File: config.mk
export PLATFORM = sky130hd
export DESIGN_NAME = eeprom_bus_ctrl
export DESIGN_NICKNAME = d
export VERILOG_FILES = /design/src/rtl/eeprom_bus_pkg.sv /design/src/rtl/eeprom_wait_timer.sv /design/src/rtl/eeprom_bus_ctrl.sv
export SDC_FILE = /design/constraint.sdc
export NUM_CORES = 1
export LEC_CHECK = 0
export CORE_ASPECT_RATIO = 1.4
export CORE_MARGIN = 2
export CORE_UTILIZATION = 42
export CTS_CLUSTER_SIZE = 25
export DETAILED_ROUTE_END_ITERATION = 8
export PLACE_DENSITY = 0.75
export SETUP_SLACK_MARGIN = 0.02
export SYNTH_ARGS = -nofsm -noshare
export SYNTH_HDL_FRONTEND = slang
export SYNTH_SLANG_ARGS = --single-unit
File: constraint.sdc
create_clock -name clk -period 1.9 [get_ports clk]
set_input_delay 0.38 -clock clk [delete_from_list [all_inputs] [get_ports clk]]
set_output_delay 0.38 -clock clk [all_outputs]
set_load 0.02 [all_outputs]
File: src/rtl/eeprom_bus_pkg.sv
// Shared types and default timing for the AT28C64-class EEPROM cycle sequencer.
package eeprom_bus_pkg;
  localparam int ADDR_W        = 13;
  localparam int DATA_W        = 8;
  localparam int RD_WAIT_DEF   = 3;
  localparam int WE_PULSE_DEF  = 2;
  localparam int WC_CYCLES_DEF = 10000;

  typedef enum logic [2:0] {
    IDLE,
    RD,
    WR_SETUP,
    WR_PULSE,
    WR_HOLD,
    WR_WAIT,
    WR_POLL,
    WR_GAP
  } busState_e;

  function automatic int cntWidth(input int a, input int b, input int c);
    int m;
    m = a;
    if (b > m) m = b;
    if (c > m) m = c;
    return $clog2(m) + 1;
  endfunction
endpackage

File: src/rtl/eeprom_wait_timer.sv
// Loadable down-counter shared by all timed phases of the EEPROM sequencer.
module eeprom_wait_timer #(
  parameter int W = 4
) (
  input  logic         clk,
  input  logic         rst,
  input  logic         load,
  input  logic         dec,
  input  logic [W-1:0] loadVal,
  output logic [W-1:0] value,
  output logic         zero
);
  always_ff @(posedge clk or posedge rst) begin
    if (rst)       value <= '0;
    else if (load) value <= loadVal;
    else if (dec)  value <= value - W'(1);
  end

  assign zero = (value == '0);
endmodule

File: src/rtl/eeprom_bus_ctrl.sv
// Req/ack host port to nCE/nOE/nWE strobe sequencer for one parallel EEPROM socket.
// Define EEPROM_DATA_POLL_EN to replace the fixed write-cycle wait with DATA polling.
import eeprom_bus_pkg::*;

module eeprom_bus_ctrl #(
  parameter int RD_WAIT   = RD_WAIT_DEF,
  parameter int WE_PULSE  = WE_PULSE_DEF,
  parameter int WC_CYCLES = WC_CYCLES_DEF
) (
  input  logic              clk,
  input  logic              rst,
  input  logic              req,
  input  logic              we,
  input  logic [ADDR_W-1:0] addr,
  input  logic [DATA_W-1:0] wdata,
  output logic [DATA_W-1:0] rdata,
  output logic              ack,
  output logic              err,
  output logic              busy,
  output logic [ADDR_W-1:0] rom_a,
  output logic [DATA_W-1:0] rom_d_out,
  output logic              rom_d_oe,
  input  logic [DATA_W-1:0] rom_d_in,
  output logic              rom_nce,
  output logic              rom_noe,
  output logic              rom_nwe
);
  localparam int CNT_W = cntWidth(RD_WAIT, WE_PULSE, WC_CYCLES);

  busState_e        state;
  logic             tLoad;
  logic             tDec;
  logic [CNT_W-1:0] tLoadVal;
  logic [CNT_W-1:0] tValue;
  logic             tZero;
`ifdef EEPROM_DATA_POLL_EN
  logic [CNT_W-1:0] pollCnt;
`endif

  // One timer covers the read strobe, the nWE pulse and the write-cycle budget.
  always_comb begin
    tLoad    = 1'b0;
    tDec     = 1'b0;
    tLoadVal = '0;
    case (state)
      IDLE: begin
        tLoad    = req;
        tLoadVal = CNT_W'(RD_WAIT - 1);
      end
      WR_SETUP: begin
        tLoad    = 1'b1;
        tLoadVal = CNT_W'(WE_PULSE - 1);
      end
      WR_HOLD: begin
        tLoad    = 1'b1;
        tLoadVal = CNT_W'(WC_CYCLES - 1);
      end
      default: tDec = (tValue != '0);
    endcase
  end

  eeprom_wait_timer #(.W(CNT_W)) uTimer (
    .clk     (clk),
    .rst     (rst),
    .load    (tLoad),
    .dec     (tDec),
    .loadVal (tLoadVal),
    .value   (tValue),
    .zero    (tZero)
  );

  // Write data is a pure datapath latch; it only matters while rom_d_oe is high.
  always_ff @(posedge clk) begin
    if (state == IDLE && req && we) rom_d_out <= wdata;
  end

  always_ff @(posedge clk or posedge rst) begin
    if (rst) begin
      state    <= IDLE;
      rdata    <= '0;
      ack      <= 1'b0;
      err      <= 1'b0;
      busy     <= 1'b0;
      rom_a    <= '0;
      rom_d_oe <= 1'b0;
      rom_nce  <= 1'b1;
      rom_noe  <= 1'b1;
      rom_nwe  <= 1'b1;
`ifdef EEPROM_DATA_POLL_EN
      pollCnt  <= '0;
`endif
    end else begin
      case (state)
        IDLE: begin
          ack <= 1'b0;
          err <= 1'b0;
          if (req) begin
            busy    <= 1'b1;
            rom_a   <= addr;
            rom_nce <= 1'b0;
            if (we) begin
              rom_d_oe <= 1'b1;
              state    <= WR_SETUP;
            end else begin
              rom_noe <= 1'b0;
              state   <= RD;
            end
          end else begin
            busy <= 1'b0;
          end
        end
        RD: begin
          if (tZero) begin
            rdata   <= rom_d_in;
            rom_nce <= 1'b1;
            rom_noe <= 1'b1;
            ack     <= 1'b1;
            state   <= IDLE;
          end
        end
        WR_SETUP: begin
          rom_nwe <= 1'b0;
          state   <= WR_PULSE;
        end
        WR_PULSE: begin
          if (tZero) begin
            rom_nwe <= 1'b1;
            state   <= WR_HOLD;
          end
        end
        WR_HOLD: begin
          rom_d_oe <= 1'b0;
`ifdef EEPROM_DATA_POLL_EN
          rom_noe  <= 1'b0;
          pollCnt  <= CNT_W'(RD_WAIT - 1);
          state    <= WR_POLL;
`else
          rom_nce  <= 1'b1;
          state    <= WR_WAIT;
`endif
        end
        WR_WAIT: begin
          if (tZero) begin
            ack   <= 1'b1;
            err   <= 1'b0;
            state <= IDLE;
          end
        end
`ifdef EEPROM_DATA_POLL_EN
        // A match on the final poll edge wins over a simultaneous timeout.
        WR_POLL: begin
          if (pollCnt == '0) begin
            rom_nce <= 1'b1;
            rom_noe <= 1'b1;
            if (rom_d_in[7] == rom_d_out[7]) begin
              ack   <= 1'b1;
              err   <= 1'b0;
              state <= IDLE;
            end else if (tZero) begin
              ack   <= 1'b1;
              err   <= 1'b1;
              state <= IDLE;
            end else begin
              state <= WR_GAP;
            end
          end else begin
            pollCnt <= pollCnt - CNT_W'(1);
            if (tZero) begin
              rom_nce <= 1'b1;
              rom_noe <= 1'b1;
              ack     <= 1'b1;
              err     <= 1'b1;
              state   <= IDLE;
            end
          end
        end
        WR_GAP: begin
          if (tZero) begin
            ack   <= 1'b1;
            err   <= 1'b1;
            state <= IDLE;
          end else begin
            rom_nce <= 1'b0;
            rom_noe <= 1'b0;
            pollCnt <= CNT_W'(RD_WAIT - 1);
            state   <= WR_POLL;
          end
        end
`endif
        default: state <= IDLE;
      endcase
    end
  end
endmodule

## Yosys cells after proc, flatten, opt, wreduce, memory -nomap -nowiden

Cells that the tools add are included.

- Add/sub/neg operators: 1
- Eq/ne operators: 12
- Reduce and logical (&&, ||, !) cells: 24
- Mux-type cells: 24

Operators by type and width:

| kind | count |
|---|---|
| $pmux W14 S3 | 1 |
| $mux W15 | 2 |
| $logic_not A15 Y1 | 1 |
| $pmux W3 S5 | 1 |
| $reduce_bool A15 Y1 | 1 |
| $sub A15 B1 Y15 const B | 1 |
| $ne A2 B2 Y1 const B | 6 |
| $pmux W1 S2 | 6 |
| $reduce_bool A2 Y1 | 6 |
| $reduce_and A2 Y1 | 5 |
| $mux W1 | 9 |
| $mux W3 | 3 |
| $reduce_and A3 Y1 | 3 |
| $eq A3 B2 Y1 const B | 2 |
| $eq A3 B3 Y1 const B | 2 |
| $reduce_and A4 Y1 | 1 |
| $reduce_or A2 Y1 | 2 |
| $eq A3 B1 Y1 const B | 1 |
| $logic_not A3 Y1 | 1 |
| $pmux W1 S3 | 1 |
| $reduce_bool A3 Y1 | 1 |
| $reduce_or A3 Y1 | 1 |
| $logic_and A1 B1 Y1 | 2 |
| $mux W2 | 1 |
| $ne A2 B1 Y1 const B | 1 |

- Register bits: 54
- Logic and storage cells: 73
- Bits of input ports: 33

## Logic depth before layout (Yosys ltp)

Gate-level depths: netlist (run 1).

- Depth after elaboration: 5
- Gate-level depth with buffers: 8
- Mapped depth without buffers: 6

## Modules after synthesis

From an unflattened synthesis (run 1), not the netlist that was laid out.

- Cell total of the unflattened synthesis: 213
- Area total of the unflattened synthesis: 2504.9 µm²

Modules (own cells, without submodules):

| module | area an instance (µm²) | instances | sequential area each (µm²) | cells each |
|---|---|---|---|---|
| eeprom_bus_ctrl | 1570.3 | 1 | 994.7 | 109 |
| eeprom_wait_timer | 934.6 | 1 | 375.4 | 104 |

## Least setup slack after synthesis (run 1)

OpenSTA, ideal clock, no wires.

- Path kind: register to register
- From: reg uTimer.value[0]
- To: reg rdata[0]
- Required time: 1.775 ns
- Data arrival time: 1.808 ns
- Cell stages (with the launch flop): 8
- Slack: -0.033 ns
- Buffers on the path: 1
- Period minus slack after synthesis: 1.933 ns
- Cell sequence: dfrtp_1 > inv_1 > ha_1 > nor3b_1 > and4_1 > buf_4 > nand3_4 > mux2_2

- Word-level cells in the longest chain between the ends: 2

RTL lines:

| item | line | text |
|---|---|---|
| start, declared | eeprom_wait_timer.sv:10 | `output logic [W-1:0] value,` |
| start signal, assigned | eeprom_wait_timer.sv:15 | `else if (load) value <= loadVal;` |
| start signal, assigned | eeprom_wait_timer.sv:16 | `else if (dec) value <= value - W'(1);` |
| $logic_not A15 Y1 | eeprom_wait_timer.sv:19 | `assign zero = (value == '0);` |
| $reduce_and A2 Y1 (no line) | -- |  |
| end signal, assigned | eeprom_bus_ctrl.sv:114 | `rdata <= rom_d_in;` |
| end, declared | eeprom_bus_ctrl.sv:16 | `output logic [DATA_W-1:0] rdata,` |

No other way between the ends.
A chain may end at the register's enable or synchronous reset.

## Final worst setup path (run 1)

- From: reg rom_nce
- To: out rom_nce

RTL lines:

| item | line | text |
|---|---|---|
| start, declared | eeprom_bus_ctrl.sv:24 | `output logic rom_nce,` |
| start signal, assigned | eeprom_bus_ctrl.sv:86 | `rom_nce <= 1'b1;` |
| start signal, assigned | eeprom_bus_ctrl.sv:100 | `rom_nce <= 1'b0;` |
| start signal, assigned | eeprom_bus_ctrl.sv:115 | `rom_nce <= 1'b1;` |

No word-level cell between the ends.

==> flow_metrics.env, run 1 <==
export IMPL_grt_usage_pct=20.8
export IMPL_vias=2002
export IMPL_dp_hpwl_microns=4230
export IMPL_grt_pass1_wl_microns=9890
export IMPL_drv_slew=0
export IMPL_clk_latency_ps=310
export IMPL_ant_nets=0
export IMPL_avgSynthCellArea_sq_um=10.6
export IMPL_cp_cell_sequence="clkdlybuf4s50_1"
export IMPL_area_growth_pct=43.1
export IMPL_initial_core_util_pct=43.2
export IMPL_worst_pin_slew_ps=596
export IMPL_numPortBuffers=67
export IMPL_htree_levels=2
export IMPL_routed_wl_microns=5750
export IMPL_synthTopCellsByArea="dfrtp_1, edfxtp_1, nand2_1, mux2_2, dfstp_2"
export IMPL_antenna_found_initial=0
export IMPL_clock_path_buffers=2
export IMPL_die_w_microns=67.5
export IMPL_clk_pin_slew_ps=100
export IMPL_cp_start_kind="register"
export IMPL_drive_gt1_share_pct=15.1
export IMPL_yosys_warnings=0
export IMPL_ys_async_sr_fraction_pct=84.9
export IMPL_crit_path_top_delay_cell="clkdlybuf4s50_1"
export IMPL_synth_cells=224
export IMPL_setup_viol=0
export IMPL_p_leak_nw=1.49
export IMPL_die_area_sq_um=6260
export IMPL_synth_commonest_cells="nand2_1, dfrtp_1, nor2_1"
export IMPL_dr_first_iter_drc_count=90
export IMPL_worst_ir_drop_vdd_mv=0.754
export IMPL_globalplace_congestion=0.836
export IMPL_diodes=0
export IMPL_max_slew_margin_pct=60.1
export IMPL_rsz0062_at_grt="no"
export IMPL_cts_sinks=53
export IMPL_dpl_cell_count=377
export IMPL_skew_ps=8.63
export IMPL_min_path_type="in2async"
export IMPL_fmax_ghz=0.545
export IMPL_worst_path_dominant_cell_family="buffers and inverters"
export IMPL_io_pins=69
export IMPL_synth_most_common_cell="nand2_1"
export IMPL_clockRootBuffer="clkbuf_8"
export IMPL_slowest_delay_ps=610
export IMPL_synthFlopType="dfrtp_1"
export IMPL_synthDistinctLibCells=40
export IMPL_instances_no_fill=385
export IMPL_fin_crit_sh_pct=96.6
export IMPL_yosysTopAreaCellShare_pct=44.4
export IMPL_coreArea_sq_um=5490
export IMPL_final_hold_viol_count=0
export IMPL_final_nets=350
export IMPL_row_count=32
export IMPL_firstDrtPassIters=4
export IMPL_drc=0
export IMPL_synth_seq_cells=53
export IMPL_cts_tree="done"
export IMPL_critical_path_required_ps=1520
export IMPL_grt_max_degree=46
export IMPL_worst_setup_path_end_kind="output port"
export IMPL_syn_cell_area_sq_um=2370
export IMPL_synth_area_leader_cell="dfrtp_1"
export IMPL_finalSetupTns_ps=0
export IMPL_gr_total_overflow=0
export IMPL_chipHeight_microns=92.9
export IMPL_cts_buffers=5
export IMPL_wl_per_cell_microns=14.9
export IMPL_synth_edf_count=8
export IMPL_synth_fp_nets=258
export IMPL_status="finished clean"
export IMPL_crit_buf_inv=1
export IMPL_powerDensity_nw_per_um2=1260
export IMPL_worstSetupPathType="reg2out"
export IMPL_ys_seq_area_share_pct=57.8
export IMPL_grt_pass1_vias=2114
export IMPL_arrival_ps=1450
export IMPL_period_needed_ps=1830
export IMPL_cap_violations=0
export IMPL_via_per_inst=5.20
export IMPL_cp_max_fo=2
-- worst paths after layout --
check | from | to | slack [ps] | cells past startpoint
max | rom_nce | rom_nce | 70 | 1
min | rst | rdata[6] | 410 | 3
max reg2reg | uTimer.value[0] | uTimer.value[10] | 120 | 6
min reg2reg | rom_noe | rom_noe | 480 | 2
max in group asynchronous | rst | rom_nwe | 1220 | 3
min in group clk | rom_noe | rom_noe | 480 | 2
-- layer usage --
layer | GRT usage (%) | vias to the layer above | share of wire [%]
li1 | - | 973 | -
met1 | 24.6 | 971 | 40
met2 | 35.7 | 49 | 54
met3 | 4.62 | 9 | 4.9
met4 | 7.99 | 0 | 1.8
met5 | 0 | - | 0
-- tightest hold or removal path, delay by kind of cell --
kind                   cells  cell delay, ps
buffers and inverters      3             720
-- power by group --
part / internal [mW] / switching [mW]
clock: 0.263 / 0.353
combinational: 0.947 / 0.881
sequential: 1.53 / 0.284
-- placed cells by master (no fill, tap or decap), types with 6 or more instances in the layout --
| cell type | Yosys | routed |
|---|---|---|
| o21ai_0 | 7 | 7 |
| mux2_2 | 8 | 8 |
| inv_1 | 7 | 6 |
| nand4_1 | 7 | 7 |
| nor2_1 | 15 | 15 |
| nand2_1 | 52 | 52 |
| a21oi_1 | 6 | 6 |
| clkdlybuf4s50_1 | 0 | 67 |
| buf_4 | 3 | 26 |
| edfxtp_1 | 8 | 8 |
| o311a_1 | 6 | 6 |
| nor3_1 | 7 | 7 |
| dfrtp_1 | 42 | 42 |
-- cell families (layout without fill, tap and decap cells) --
| kind of cell | Yosys count | in the layout | synth area share (%) |
|---|---|---|---|
| multiplexers | 13 | 13 | 5.92 |
| AO/OA/AOI/OAI | 36 | 36 | 11.2 |
| buffers and inverters | 16 | 109 | 3.01 |
| other | 1 | 1 | 0.158 |
| AND/OR/NAND/NOR | 104 | 104 | 21.3 |
| flip-flops | 53 | 53 | 57.8 |
| adder cells (fa/ha/maj) | 1 | 1 | 0.528 |
-- repair_timing --
action,CTS,global route
setup endpoints to repair,11,13
gates resized for setup,1,4
setup buffers,0,0
gates cloned,0,0
hold buffers,0,0
-- flip-flops by register name, indices dropped and copies added, names as in the netlist --
name and cells:
ack 1, busy 1, rdata 8, rom_a 13
rom_d_oe 1, rom_d_out 8, rom_nce 1, rom_noe 1
rom_nwe 1, state 3, uTimer.value 15
-- final cells by class --
cell class	instances	area, sq um
clock buffer	8	80.1
multi-input combinational	155	941
tap	68	85.1
sequential	53	1370
inverter	7	26.3
fill	449	2100
timing repair buffer	94	886
-- stage by stage --
| stage | instance area (sq um) | power (mW) | utilization (%) | setup slack (ps) | hold WS (ps) |
|---|---|---|---|---|---|
| 5_1_grt | 3390 | 4.54 | 61.8 | 23.6 | 443 |
| 2_1_floorplan | 2370 | 2.75 | - | 45.9 | 472 |
| 3_3_place_gp | 3300 | 3.59 | 60.2 | 52.0 | 457 |
| 6_report | 3390 | 4.25 | 61.8 | 65.4 | 412 |
| 4_1_cts | 3380 | 4.27 | 61.6 | 46.3 | 420 |
| 3_5_place_dp | 3300 | 3.65 | 60.2 | -16.3 | 461 |
(Power assumes the default switching activity.)
==> inputs of run 2 (changes only) <==
- HOLD_SLACK_MARGIN: not set -> 0.06
==> results of run 2 <==
Same layout as run 1: the final DEF is identical, and so are final timing and power.
==> inputs of run 3 (changes only) <==
- CORE_MARGIN: 2 -> 4
- CORE_UTILIZATION: 42 -> 40
- PLACE_DENSITY: 0.75 -> 0.72
==> run 3 against run 2 <==
Wire length up 3.1%. Worst hold slack got worse by 25 ps. Worst setup slack gained 14 ps. Final cell count rose by 1.0%. Critical path type unchanged. Sequential share of layout area shrank 0.52 points. Via count up 1.7%. Global-route usage fell by 3.3 points. Sequential power is essentially flat. Register-to-register slack about the same. Clock skew down 1.6 ps. Non-clock buffer count increased by 4. First-iteration DRC count is 13% higher.
==> flow_metrics.env, run 3 (same netlist as run 1, synthesis figures left out) <==
export IMPL_chipHeight_microns=99.1
export IMPL_holdWs_ps=388
export IMPL_vias=2036
export IMPL_routed_wl_microns=5930
export IMPL_worst_pin_slew_ps=641
export IMPL_globalplace_congestion=0.858
export IMPL_io_pins=69
export IMPL_cts_tree="done"
export IMPL_largest_register_ff_count=15
export IMPL_use_met1_pct=18.7
export IMPL_max_slew_margin_pct=57.0
export IMPL_wl_per_cell_microns=15.2
export IMPL_worst_setup_path_end_kind="output port"
export IMPL_drv_slew=0
export IMPL_clockRootBuffer="clkbuf_8"
export IMPL_cts_hold_fix_buffers=0
export IMPL_firstDrtPassIters=4
export IMPL_grt_usage_pct=17.4
export IMPL_ant_nets=0
export IMPL_antenna_found_initial=0
export IMPL_die_w_microns=73.0
export IMPL_p_leak_nw=1.51
export IMPL_cts_sinks=53
export IMPL_clk_pin_slew_ps=90
export IMPL_powerDensity_nw_per_um2=1250
export IMPL_cp_max_fo=2
export IMPL_drc=0
export IMPL_setup_viol=0
export IMPL_final_hold_viol_count=0
export IMPL_finalSetupTns_ps=0
export IMPL_skew_ps=7.06
export IMPL_slowest_delay_ps=610
export IMPL_gr_usage_met2_pct=31.8
export IMPL_crit_buf_inv=1
export IMPL_dp_hpwl_microns=4600
export IMPL_status="finished clean"
export IMPL_final_cell_mix="clkdlybuf4s50_1, nand2_1, dfrtp_1, buf_4, nor2_1"
export IMPL_numPortBuffers=67
export IMPL_met3_usage_pct=4.90
export IMPL_via_per_inst=5.23
export IMPL_area_growth_pct=44.9
export IMPL_cts_buffers=5
export IMPL_grt_pass1_wl_microns=9960
export IMPL_die_area_sq_um=7230
export IMPL_fmax_ghz=0.549
export IMPL_clk_latency_ps=300
export IMPL_cp_start_kind="register"
export IMPL_crit_path_top_delay_cell="clkdlybuf4s50_1"
export IMPL_cap_violations=0
export IMPL_regMostFlops="uTimer.value"
export IMPL_coreArea_sq_um=5650
export IMPL_gr_total_overflow=0
export IMPL_final_common_cell="clkdlybuf4s50_1"
export IMPL_dr_first_iter_drc_count=102
export IMPL_min_path_type="in2async"
export IMPL_clock_path_buffers=2
export IMPL_nFillCells=461
export IMPL_htree_levels=2
export IMPL_drive_gt1_share_pct=17.1
export IMPL_stdcell_area_sq_um=3430
export IMPL_worst_ir_drop_vdd_mv=0.925
export IMPL_fin_crit_sh_pct=95.8
export IMPL_period_needed_ps=1820
export IMPL_dpl_cell_area_sq_um=3330
export IMPL_final_nets=354
export IMPL_row_count=32
export IMPL_grt_max_degree=21
export IMPL_total_power_mw=4.29
export IMPL_grt_most_used_layer="met2"
export IMPL_worstSetupPathType="reg2out"
export IMPL_worst_path_dominant_cell_family="buffers and inverters"
export IMPL_cts_setup_buffers=0
export IMPL_critical_path_required_ps=1520
export IMPL_initial_core_util_pct=42.0
export IMPL_grt_pass1_vias=2170
export IMPL_diodes=0
export IMPL_arrival_ps=1440
export IMPL_largestRegisters="uTimer.value (15), rom_a (13)"
export IMPL_cp_cell_sequence="clkdlybuf4s50_1"
## run 3: repair_timing
action / in CTS / in global routing
resized for setup: 1 / 4
endpoints found under the setup margin: 12 / 21
endpoints found under the hold margin: 0 / 0
## run 3: final cells by class
type                       instances  area, sq um  area share [%]
sequential                        53         1370            39.9
multi-input combinational        155          952            27.7
timing repair buffer              98          916            26.7
tap                               68         85.1            2.48
clock buffer                       6         72.6            2.11
inverter                           7         26.3           0.766
clock inverter                     2         10.0           0.292
## run 3: path summary, 6_finish.rpt
check                                     start               end  slack [ps]  cells past startpoint
worst min-delay path                        rst          rdata[4]         390                      2
min in group clk                       rom_a[8]          rom_a[8]         480                      2
worst max-delay path                    rom_nce           rom_nce          80                      1
worst min register to register         rom_a[8]          rom_a[8]         480                      2
max in group asynchronous                   rst  uTimer.value[10]         980                      3
worst max register to register  uTimer.value[0]  uTimer.value[10]         130                      6
## run 3: through the flow
stage	cells	util [%]	setup slack, ps
2_1_floorplan	224	-	45.9
4_1_cts	389	60.5	59.8
3_3_place_gp	381	59.0	51.3
5_1_grt	389	60.8	-1.18
3_5_place_dp	381	59.0	13.7
6_report	389	60.8	79.0
## run 3: per-layer routing
layer	up-vias	part of all wire [%]
li1	989	-
met1	972	37
met2	63	55
met3	12	6.0
met4	0	1.7
met5	-	0
## run 3: where the power goes
group | switching [mW] | internal (mW)
combinational | 0.920 | 0.970
sequential | 0.279 | 1.53
clock | 0.340 | 0.256
